## config.mk

```make
export PLATFORM = sky130hd
export DESIGN_NAME = ps2_keyboard_receiver
export DESIGN_NICKNAME = d
export VERILOG_FILES = /design/src/rtl/ps2_keyboard_receiver.sv
export SDC_FILE = /design/constraint.sdc
export NUM_CORES = 1
export LEC_CHECK = 0
export ABC_CLOCK_PERIOD_IN_PS = 3800
export CAP_MARGIN = 40
export CORE_ASPECT_RATIO = 1.5
export CORE_MARGIN = 1.5
export CORE_UTILIZATION = 60
export DETAILED_ROUTE_END_ITERATION = 8
export GPL_TIMING_DRIVEN = 0
export MAX_ROUTING_LAYER = met4
export PLACE_DENSITY = 0.78
export SLEW_MARGIN = 5
export SYNTH_ARGS = -nofsm -noshare
export SYNTH_HDL_FRONTEND = slang
export SYNTH_SLANG_ARGS = --single-unit
```

## constraint.sdc

```tcl
create_clock -name clk -period 3.8 [get_ports clk]
set_clock_uncertainty 0.2 [all_clocks]
set_input_delay 1.14 -clock clk [delete_from_list [all_inputs] [get_ports clk]]
set_output_delay 1.14 -clock clk [all_outputs]
set_load 0.005 [all_outputs]
```

## src/rtl/ps2_keyboard_receiver.sv

```systemverilog
// Host-side PS/2 receiver: synchronises the keyboard lines, deframes 11-bit
// frames and queues good scan codes in a small FIFO popped with nextdata_n.
module ps2_keyboard_receiver #(
  parameter int FIFO_AW        = 3,
  parameter int TIMEOUT_CYCLES = 5000
) (
  input  logic       clk,
  input  logic       rst,
  input  logic       ps2_clk,
  input  logic       ps2_data,
  input  logic       nextdata_n,
  output logic [7:0] data,
  output logic       ready,
  output logic       overflow,
  output logic       frame_err
);

  localparam int DEPTH  = 1 << FIFO_AW;
  localparam int IDLE_W = $clog2(TIMEOUT_CYCLES + 1);
  localparam logic [IDLE_W-1:0] IDLE_MAX = IDLE_W'(TIMEOUT_CYCLES);

  // ---------------- synchroniser ----------------
  logic [2:0] cs;
  logic [1:0] ds;
  logic       fall;
  logic       din;

  always_ff @(posedge clk) begin
    if (rst) begin
      cs <= '1;
      ds <= '1;
    end else begin
      cs <= {cs[1:0], ps2_clk};
      ds <= {ds[0], ps2_data};
    end
  end

  assign fall = cs[2] & ~cs[1];
  assign din  = ds[1];

  // ---------------- deframer ----------------
  logic [3:0]        cnt;
  logic [9:0]        frame_buf;
  logic [IDLE_W-1:0] idle_cnt;
  logic              last_bit;
  logic              frame_ok;
  logic              push;
  logic              timeout;

  // din is the stop bit on the final falling edge; it is never stored.
  assign last_bit = fall && (cnt == 4'd10);
  assign frame_ok = ~frame_buf[0] & din & (^frame_buf[9:1]);
  assign push     = last_bit & frame_ok;
  assign timeout  = (idle_cnt == IDLE_MAX);

  always_ff @(posedge clk) begin
    if (rst) begin
      cnt       <= '0;
      idle_cnt  <= '0;
      frame_err <= 1'b0;
    end else begin
      frame_err <= last_bit & ~frame_ok;
      if (fall) begin
        idle_cnt <= '0;
        cnt      <= (cnt == 4'd10) ? 4'd0 : cnt + 4'd1;
      end else if (cnt == 4'd0) begin
        idle_cnt <= '0;
      end else if (timeout) begin
        // abandon a partial frame silently
        cnt      <= '0;
        idle_cnt <= '0;
      end else begin
        idle_cnt <= idle_cnt + 1'b1;
      end
    end
  end

  always_ff @(posedge clk) begin
    if (fall && cnt < 4'd10) frame_buf[cnt] <= din;
  end

  // ---------------- FIFO ----------------
  logic [7:0]       mem [DEPTH];
  logic [FIFO_AW:0] wptr;
  logic [FIFO_AW:0] rptr;
  logic             empty;
  logic             full;
  logic             pop;
  logic             wr_en;

  assign empty = (wptr == rptr);
  assign full  = (wptr[FIFO_AW] != rptr[FIFO_AW]) &&
                 (wptr[FIFO_AW-1:0] == rptr[FIFO_AW-1:0]);
  assign ready = ~empty;
  assign pop   = ~nextdata_n & ~empty;
  // a same-cycle pop frees the slot the push needs when full
  assign wr_en = push & (~full | pop);
  assign data  = mem[rptr[FIFO_AW-1:0]];

  always_ff @(posedge clk) begin
    if (wr_en) mem[wptr[FIFO_AW-1:0]] <= frame_buf[8:1];
  end

  always_ff @(posedge clk) begin
    if (rst) begin
      wptr     <= '0;
      rptr     <= '0;
      overflow <= 1'b0;
    end else begin
      if (wr_en) wptr <= wptr + 1'b1;
      if (pop)   rptr <= rptr + 1'b1;
      if (push && full && !pop) overflow <= 1'b1;
    end
  end

endmodule

```

==> impl_metrics.py, run 1 <==
metrics = {
    "yosys": {
        "yosysTopAreaCell": "edfxtp_1",
        "synth_ff_type": "edfxtp_1",
        "syn_avg_cell_area_um2": 14.7,
        "synth-edff-count": 74,
        "netlist.area_leader.share_pct": 49.7,
        "yosysSeqAreaShare_pct": 65.4,
        "synth.area.top_cells": "edfxtp_1 (50%), dfxtp_1 (16%), mux4_2 (8.1%), nor2_1 (2.9%), xnor2_1 (2.5%)",
        "ys_ff_latch": 109,
        "netlist_area_um2": 4470,
        "synth_cell_types": 41,
        "async_reset_ff_share_pct": 0,
        "yosysWarnings": 0,
        "syn_nets": 314,
        "syn_inst": 305,
    },
    "die": {
        "dieArea_um2": 7990,
        "initial_core_util_pct": 61.8,
        "io_pins": 16,
        "core-area_um2": 7230,
        "die_width_um": 73.5,
        "rows": 38,
        "dieHeight_um": 109,
    },
    "clocking": {
        "clk_path_buf_depth": 2,
        "cts.sinks": 109,
        "cts_tree": "done",
        "insertion_delay_ns": 0.36,
        "htree_levels": 3,
        "postCtsSetupRepairBufs": 0,
        "cts_buffers": 9,
        "clkTransAtPathRegs_ns": 0.11,
        "cts_root_buf": "clkbuf_8",
    },
    "worst_hold_path": {
        "hold_start": "cs[0]",
        "whs_endpoint": "cs[1]",
        "min_path_type": "reg2reg",
        "min_path_cells": 1,
    },
    "setup_path": {
        "r2r_cells": 6,
        "crit_fanout": 10,
        "cp.arrival_ns": 2.33,
        "end_kind": "output port",
        "worstPathCellList": "buf_2 > mux4_2 > mux2_2 > clkdlybuf4s50_1",
        "reg2reg_to": "mem[1][4]",
        "critical_path_class": "reg2out",
        "start_kind": "flip-flop",
        "slowest_delay_ns": 0.56,
        "r2r_setup_slack_ns": 0.60,
        "r2r_start": "frame_buf[3]",
        "cpMaxStageDelayCell": "dfxtp_1",
        "cp.required_ns": 2.46,
    },
    "sta": {
        "drv_slew": 0,
        "setup_viol": 0,
        "rsz0062_at_grt": "no",
        "fin_setup_tns_ns": 0,
        "slew_headroom_pct": 47.5,
        "fin_crit_ns": 3.67,
        "period_share_pct": 96.5,
        "max_freq_ghz": 0.273,
        "worst_pin_slew_ns": 0.782,
        "finalHoldViolations": 0,
        "fin_hold_ws_ns": 0.217,
    },
    "global_routing": {
        "grt_util_all_layers_pct": 20.7,
        "grt_pass1_vias": 2502,
        "overflow": 0,
        "grt_pass1_wl_um": 11900,
        "grt_max_degree": 20,
        "antenna_found_initial": 0,
    },
    "routing": {
        "drc": 0,
        "firstDrtPassIters": 4,
        "ant_nets": 0,
        "routedWlPerCell_um": 16.1,
        "drt_iter0_drc": 217,
        "routed_via_density": 5.55,
        "dr_total_vias": 2448,
        "wl_um": 7110,
    },
    "power_and_ir_drop": {
        "ir_drop_mv": 0.348,
        "power_density_nw_per_um2": 382,
        "p_leak_uw": 0.00159,
    },
    "layout": {
        "final_layout_size_suffix_gt1_share_pct": 21.4,
        "area_growth_pct": 12.3,
        "design_area_um2": 5020,
        "nets": 345,
        "fin_cells": 441,
        "utilization_pct": 69.5,
        "final_common_cell": "edfxtp_1",
        "n_antenna_cell": 0,
        "layout_common_cells": "edfxtp_1 (74), nor2_1 (34), dfxtp_1 (34), mux4_2 (16)",
    },
    "place": {
        "io_buffers": 15,
        "place_area_um2": 4830,
        "dp.cells": 427,
        "routabilityCongestion": 0.847,
        "dp_hpwl_um": 5130,
    },
    "job": {
        "max_cap_violations": 0,
    },
    "status": {
        "outcome": "complete, no violations",
    },
}
==> layer usage <==
layer	GRT usage, %	vias up	share of wire (%)	wire [um]
met5	-	-	0	0
met4	7.28	0	0.91	65
met3	4.44	6	2.6	182
met2	33.8	36	54	3870
met1	25.5	1213	42	2990
li1	-	1193	-	-
==> flip-flops by register name, indices dropped and copies added, names as in the netlist, 2 cells and up, named ones only <==
name       flops
cnt            4
idle_cnt      13
frame_buf     10
ds             2
cs             3
wptr           4
rptr           4
mem           64
==> worst max-delay path: cells and delay by family, from the launching register on <==
kind | cells | cell delay (ns)
mux | 2 | 0.61
buf+inv | 2 | 0.78
flops | 1 | 0.56
==> stage by stage <==
| stage | power (uW) | worst slack [ns] |
|---|---|---|
| after floorplan | 1300 | 0.662 |
| after global placement | 1310 | -0.563 |
| after detailed placement | 1310 | -0.0834 |
| after CTS | 1940 | 0.0628 |
| after global routing | 1990 | 0.0210 |
| final | 1920 | 0.134 |
==> synth_stat cells (3+ instances only) <==
cell,n
nor2b_1,3
or2_2,6
a211oi_1,3
buf_2,4
nand2_1,15
nor2_1,34
nor4_1,8
and3_1,5
edfxtp_1,74
xnor2_1,13
clkbuf_1,8
nand4_1,6
mux4_2,16
nand3_1,8
ha_1,4
a21oi_1,3
dfxtp_1,35
inv_1,8
xor2_1,10
mux2_2,8
nor3_1,5
a22oi_1,3
==> worst max-delay path by stage <==
stage | from | endpoint | slack (ns) | cells after the start
2_1_floorplan | flip-flop | data[0] | 0.66 | 4
3_3_place_gp | nextdata_n | mem[0][2] | -0.56 | 4
3_5_place_dp | flip-flop | data[7] | -0.08 | 5
4_1_cts | flip-flop | data[7] | 0.06 | 4
5_1_grt | flip-flop | data[3] | 0.02 | 4
6_report | flip-flop | data[7] | 0.13 | 4
==> power breakdown <==
group	internal [uW]	switching, uW	leakage (uW)
clock network	253	388	0.0000909
logic	9.23	12.4	0.000555
registers	1250	3.50	0.000946
==> area by class of cell <==
type	count	area (um2)
plain buffers	12	57.6
clock buffers	10	128
clock inverters	6	56.3
fillers	515	2210
inverters	8	30.0
multi-input cells	174	1500
flip-flops and latches	109	2930
well taps	100	125
repair buffers	22	195
==> kinds of logic after synthesis <==
logic type / Yosys count / share of synthesized area [%]
AO/OA/AOI/OAI: 19 / 3.05
XOR/XNOR: 28 / 6.75
adder cells (fa/ha/maj): 4 / 1.12
buffers and inverters: 22 / 1.96
flip-flops: 109 / 65.4
multiplexers: 27 / 10.8
AND/OR/NAND/NOR: 96 / 10.9
==> repair_timing <==
item | in CTS | in global routing
resized for setup | 4 | 1
setup endpoints to repair | 8 | 1
gates cloned | 0 | 0
hold buffers | 0 | 0
Power figures use the tool's default switching activity.
==> inputs of run 2 (changes only) <==
--- a/config.mk
+++ b/config.mk
@@ -14,6 +14,7 @@
 export GPL_TIMING_DRIVEN = 0
 export MAX_ROUTING_LAYER = met4
 export PLACE_DENSITY = 0.78
+export SKIP_LAST_GASP = 1
 export SLEW_MARGIN = 5
 export SYNTH_ARGS = -nofsm -noshare
 export SYNTH_HDL_FRONTEND = slang
==> results of run 2 <==
Final layout, timing and power as in run 1 (identical DEF).
